File: config.mk
export PLATFORM = sky130hd
export DESIGN_NAME = clk_switch_ctrl
export DESIGN_NICKNAME = d
export VERILOG_FILES = /design/src/rtl/clk_switch_ctrl.sv
export SDC_FILE = /design/constraint.sdc
export NUM_CORES = 1
export LEC_CHECK = 0
export CAP_MARGIN = 20
export CORE_MARGIN = 5
export CORE_UTILIZATION = 56
export CTS_CLUSTER_SIZE = 25
export DETAILED_ROUTE_END_ITERATION = 7
export PLACE_DENSITY = 0.86
export SLEW_MARGIN = 20
export SYNTH_ARGS = -nofsm -noshare
export SYNTH_HDL_FRONTEND = slang
export SYNTH_SLANG_ARGS = --single-unit
File: constraint.sdc
create_clock -name clk_100m -period 4.1 [get_ports clk_100m]
set_input_delay 1.23 -clock clk_100m [delete_from_list [all_inputs] [get_ports clk_100m]]
set_output_delay 1.23 -clock clk_100m [all_outputs]
set_load 0.02 [all_outputs]
File: src/rtl/clk_switch_ctrl.sv
// Clock-select controller for a BUFGMUX: quiesces the muxed tree,
// switches, then proves the new clock runs via a heartbeat bit.
//
// Ports:
//   clk_100m    free-running controller clock (not the muxed clock)
//   reset_n     async active-low reset
//   sel_req     requested select level (clk_100m domain)
//   fail_clr    one-cycle pulse, clears ck_fail
//   heartbeat   async counter bit from the muxed domain
//   ck_sel      registered select to the BUFGMUX S pin
//   hold_n      low while muxed-domain logic must hold state
//   busy        high while a switch is in progress
//   switch_done one-cycle pulse when a switch passes its check
//   ck_fail     sticky failure flag
module clk_switch_ctrl #(
  parameter bit SEL_RST    = 1'b0,
  parameter int HOLD_CYC   = 16,
  parameter int SETTLE_CYC = 32,
  parameter int WIN_CYC    = 256,
  parameter int MIN_EDGES  = 8
) (
  input  logic clk_100m,
  input  logic reset_n,
  input  logic sel_req,
  input  logic fail_clr,
  input  logic heartbeat,
  output logic ck_sel,
  output logic hold_n,
  output logic busy,
  output logic switch_done,
  output logic ck_fail
);

  typedef enum logic [2:0] {
    IDLE,
    QUIESCE,
    SWITCH,
    SETTLE,
    CHECK,
    REVERT
  } state_t;

  localparam logic [15:0] HOLD_LD = 16'(HOLD_CYC - 1);
  localparam logic [15:0] SETL_LD = 16'(SETTLE_CYC - 1);
  localparam logic [15:0] WIN_LD  = 16'(WIN_CYC - 1);
  localparam logic [7:0]  MIN_E   = 8'(MIN_EDGES);

  state_t      state, state_nx;
  logic [15:0] cnt, cnt_nx;
  logic [7:0]  edges, edges_nx, edges_tot;
  logic        hb_s1, hb_s2, hb_s3, primed;
  logic        edge_hit, cnt_zero, pass;
  logic        tgt, tgt_nx;
  logic        fail_tgt, fail_tgt_nx;
  logic        rechk, rechk_nx;
  logic        sel_nx, fail_nx, done_nx;

  // primed masks the first cycle out of reset
  always_ff @(posedge clk_100m or negedge reset_n) begin
    if (!reset_n) begin
      hb_s1  <= 1'b0;
      hb_s2  <= 1'b0;
      hb_s3  <= 1'b0;
      primed <= 1'b0;
    end else begin
      hb_s1  <= heartbeat;
      hb_s2  <= hb_s1;
      hb_s3  <= hb_s2;
      primed <= 1'b1;
    end
  end

  assign edge_hit = primed & (hb_s2 ^ hb_s3);

  // saturating count including this cycle's edge
  assign edges_tot = (edges == 8'hFF) ? 8'hFF
                   : edges + {7'd0, edge_hit};
  assign pass     = (edges_tot >= MIN_E);
  assign cnt_zero = (cnt == 16'd0);

  assign hold_n = (state == IDLE);
  assign busy   = (state != IDLE);

  always_comb begin
    state_nx    = state;
    cnt_nx      = cnt;
    edges_nx    = edges;
    tgt_nx      = tgt;
    fail_tgt_nx = fail_tgt;
    rechk_nx    = rechk;
    sel_nx      = ck_sel;
    fail_nx     = fail_clr ? 1'b0 : ck_fail;
    done_nx     = 1'b0;
    unique case (state)
      IDLE: begin
        if (sel_req != ck_sel &&
            !(ck_fail && sel_req == fail_tgt)) begin
          tgt_nx   = sel_req;
          rechk_nx = 1'b0;
          cnt_nx   = HOLD_LD;
          state_nx = QUIESCE;
        end
      end
      QUIESCE: begin
        if (cnt_zero) begin
          sel_nx   = tgt;
          state_nx = SWITCH;
        end else begin
          cnt_nx = cnt - 16'd1;
        end
      end
      SWITCH: begin
        cnt_nx   = SETL_LD;
        state_nx = SETTLE;
      end
      SETTLE: begin
        if (cnt_zero) begin
          cnt_nx   = WIN_LD;
          edges_nx = 8'd0;
          state_nx = CHECK;
        end else begin
          cnt_nx = cnt - 16'd1;
        end
      end
      CHECK: begin
        edges_nx = edges_tot;
        if (!cnt_zero) begin
          cnt_nx = cnt - 16'd1;
        end else if (pass) begin
          // a passing re-check only confirms the old clock
          done_nx  = !rechk;
          state_nx = IDLE;
        end else if (!rechk) begin
          sel_nx      = ~tgt;
          fail_nx     = 1'b1;
          fail_tgt_nx = tgt;
          state_nx    = REVERT;
        end else begin
          fail_nx  = 1'b1;
          state_nx = IDLE;
        end
      end
      REVERT: begin
        rechk_nx = 1'b1;
        cnt_nx   = SETL_LD;
        state_nx = SETTLE;
      end
      default: state_nx = IDLE;
    endcase
  end

  always_ff @(posedge clk_100m or negedge reset_n) begin
    if (!reset_n) begin
      state       <= IDLE;
      cnt         <= 16'd0;
      edges       <= 8'd0;
      tgt         <= 1'b0;
      fail_tgt    <= 1'b0;
      rechk       <= 1'b0;
      ck_sel      <= SEL_RST;
      ck_fail     <= 1'b0;
      switch_done <= 1'b0;
    end else begin
      state       <= state_nx;
      cnt         <= cnt_nx;
      edges       <= edges_nx;
      tgt         <= tgt_nx;
      fail_tgt    <= fail_tgt_nx;
      rechk       <= rechk_nx;
      ck_sel      <= sel_nx;
      ck_fail     <= fail_nx;
      switch_done <= done_nx;
    end
  end

endmodule
==> summary.md <==
| Metric | Value |
|---|---|
| Initial antenna violation count | 0 |
| Number of cells on the critical path | 3 |
| R2R depth | 5 |
| Worst Hold Class | flip-flop to flip-flop |
| ANT cells | 0 |
| Cell row count | 22 |
| Hold Worst Slack | 0.354 ns |
| Worst path required time | approximately 2.9 ns |
| Post-synthesis cell type count | 55 |
| WL per Instance | around 16 um |
| CTS root buf | clkbuf_8 |
| Biggest register | cnt |
| Buffer and inverter count on the worst path | 2 |
| Crit-path max cell delay | about 0.61 ns |
| Max VDD drop | around 230 uV |
| Tot GR Track Use | 19.8% |
| Post-synthesis async set-or-reset flop share | 100% |
| Final Hold Fails | 0 |
| Die W | 72.8 um |
| Clk Latency, worst-skew pair | 0.29 ns |
| Dpl cells | approximately 290 |
| RD Place Congestion | approximately 0.86 |
| Vias after detailed routing | approximately 1.9k |
| RSZ-0062 raised after global routing | false |
| Nature of the critical path endpoint | primary output |
| Worst slack, placed | between 0.6 and 0.7 ns |
| Run status | finished, final reports clean |
| Setup violations, final | 0 |
| Core footprint | approximately 3700 um^2 |
| Post_cts resized | 0 |
| Non-Filler Instances | roughly 290 |
| Post-DP HPWL | 3210 um |
| Num CTS Buffers | 5 |
| Worst setup margin | 0.862 ns |
| Cell taking the most area after synthesis | dfrtp_1 |
| Final nets | ~250 |
| Crit path cell chain | or3_1 -> inv_1 -> clkdlybuf4s50_1 |
| Hold path cells | 0 |
| CTS tree | done |
| Yosys reg bits | 37 |
| Synth area leaders | dfrtp_1 (42%), a21oi_1 (4.8%), o31ai_1 (3.4%) |
| Slew Limit Headroom | a little under half |
| Reg-to-Reg Start | cnt[10]$_DFFE_PN0P_ |
| Slowest stage cell on the critical path | clkdlybuf4s50_1 |
| Setup TNS | 0 ns |
| Die Area | around 5300 um^2 |
| Synthesized area | ~2200 um^2 |
| Post-synth EDFFs | 0 |
| Synth warnings | 0 |
| Number of vias per cell | 6.50 |
| Main flop type after synthesis | dfrtp_1 |
| Setup Crit Path Kind | flip-flop to primary output |
| Largest register FFs | 16 |
| Drt total wl | 4670 um |
| Vias in the first global route | about 1.8k |
| Crit path max-delay family | buffers and inverters |
| Clk pin slew, worst setup/hold paths | 0.07 ns |
| Pins over their slew limit | 0 |
| Yosys top cell area share | about two fifths |
| Initial core utilization | approximately 59% |
| Setup Buffers After CTS | 0 |
| Synth Instances | 239 |
| First-pass GRT wire length | between 8000 and 9000 um |
| H-tree Lvls | 2 |
| Avg Inst Size Synth | between 9 and 10 um^2 |
| FILL cells | roughly 310 |
| Die Span Y | 72.8 um |
| CTS Hold Bufs | 0 |
| Part of the Yosys area used for sequential elements | a little over two fifths |
| Clock Skew | between 0.004 and 0.005 ns |
| Clk sinks | 37 |
| Worst-Margin Slew | between 0.8 and 0.9 ns |
| Maximum clock insertion buffer count | 2 |
| Top flop regs | cnt: 16 flops, edges: 8 flops, state: 3 flops |
| LEAKAGE | 1.08 nW |
| Share of layout cells above drive strength 1 | roughly a tenth |
| Startpoint of the worst hold path | hb_s1$_DFF_PN0_ |
| Final core occ | between 60% and 70% |
| PD cells | 275 nW/um^2 |
| Min Clock Period, post-route | between 3 and 4 ns |
| Reg area | roughly 930 um^2 |
| Setup crit start | state[0]$_DFFE_PN0P_ |
| Initial drt markers | 159 |
| # Max-Cap Violations | 0 |
| CP startpoint kind | flip-flop |
| Critical path arrival | roughly 2 ns |
| Largest net degree at the start of global routing | 38 |
| Number of port buffers | 9 |
| Io pins | 10 |
| Syn Nets | between 200 and 250 |
| Final routed DRC violation total | 0 |
| First-pass detailed-route iteration total | 4 |
| Total global routing overflow | 0 |
| Final Cycle Share | 79.0% |
| Area growth from synthesis to layout | 8.89% |
| FMAX | slightly above 300 MHz |
| Max FO, Critical Path | 16 |
| ANT nets after route | 0 |
| Multi-input gate area | 1200 um^2 |
## cells by family after synthesis
logic type | share of synthesized area, %
other cells | 0.170
simple gates | 24.7
buf+inv | 3.79
compound gates | 24.4
xor+xnor | 0.793
flops | 41.9
fa+ha+maj | 2.27
mux | 1.93
## layer usage
layer / part of all wire [%] / wire length [um] / track usage [%]
met3: 4.6 / 213 / 4.68
met2: 47 / 2220 / 32.8
met5: 0 / 0 / 0
met4: 1.7 / 80 / 5.53
met1: 46 / 2160 / 25.9
## worst paths after layout
path                                   endpoint  slack, ns
min in group asynchronous  edges[7]$_DFFE_PN0P_       1.03
max in group asynchronous    cnt[6]$_DFFE_PN0P_       2.56
min                             hb_s2$_DFF_PN0_       0.35
min reg2reg                     hb_s2$_DFF_PN0_       0.35
max                                      hold_n       0.86
max reg2reg                  cnt[3]$_DFFE_PN0P_       1.44
## layout make-up
class | instances | area share, %
Clock buffer | 7 | 4.00
Clock inverter | 1 | 0.208
Inverter | 7 | 1.09
Multi-Input combinational cell | 184 | 49.9
Sequential cell | 37 | 38.5
Tap cell | 48 | 2.50
Timing Repair Buffer | 10 | 3.85
## synth_stat cells, types with 3 or more instances
master / number
a21oi_1: 21
nor2_1: 17
or2_2: 3
or4_1: 10
a31oi_1: 6
o21ai_0: 12
nor4_1: 3
dfrtp_1: 37
nand2_1: 14
nand2b_1: 5
a211oi_1: 4
nor3_1: 4
o31ai_1: 10
or3_1: 7
and3_1: 6
o22a_1: 3
inv_1: 7
nand4_1: 3
ha_1: 4
nor2b_1: 3
clkbuf_1: 6
nand3_1: 6
and4_1: 4
## cell usage in the layout, fill, tap and decap left out, drive strengths merged, types with 3 or more instances in the layout
| cell type | netlist | routed |
|---|---|---|
| a211oi | 4 | 4 |
| a21oi | 21 | 21 |
| a31oi | 6 | 6 |
| and3 | 6 | 6 |
| and4 | 4 | 4 |
| clkbuf | 6 | 7 |
| clkdlybuf4s50 | 0 | 8 |
| dfrtp | 37 | 37 |
| ha | 4 | 4 |
| inv | 7 | 7 |
| nand2 | 15 | 15 |
| nand2b | 5 | 5 |
| nand3 | 6 | 6 |
| nand4 | 3 | 3 |
| nor2 | 17 | 17 |
| nor2b | 3 | 3 |
| nor3 | 5 | 5 |
| nor4 | 3 | 3 |
| o21ai | 14 | 14 |
| o22a | 3 | 3 |
| o31ai | 10 | 10 |
| or2 | 3 | 3 |
| or3 | 7 | 7 |
| or4 | 11 | 11 |
## through the flow
| stage | power (mW) | area (um^2) |
|---|---|---|
| CTS | 0.667 | 2410 |
| global route | 0.684 | 2410 |
| floorplan | 0.377 | 2210 |
| detailed placement | 0.388 | 2300 |
| global placement | 0.388 | 2300 |
| finish | 0.661 | 2410 |
## power breakdown
part | switching [mW] | internal, mW | leakage (nW)
sequential | 0.000717 | 0.367 | 0.477
clock | 0.128 | 0.152 | 0.0542
combinational | 0.00866 | 0.00470 | 0.548
total | 0.138 | 0.523 | 1.08
## worst register-to-register path, stage by stage (launching register included)
cell     delay [ns]
dfrtp_1        0.40
or4_1          0.66
or4_4          0.69
o21ai_4        0.32
nor4_1         0.10
or3_1          0.35
Note: power is estimated with default switching activity, not from simulation.
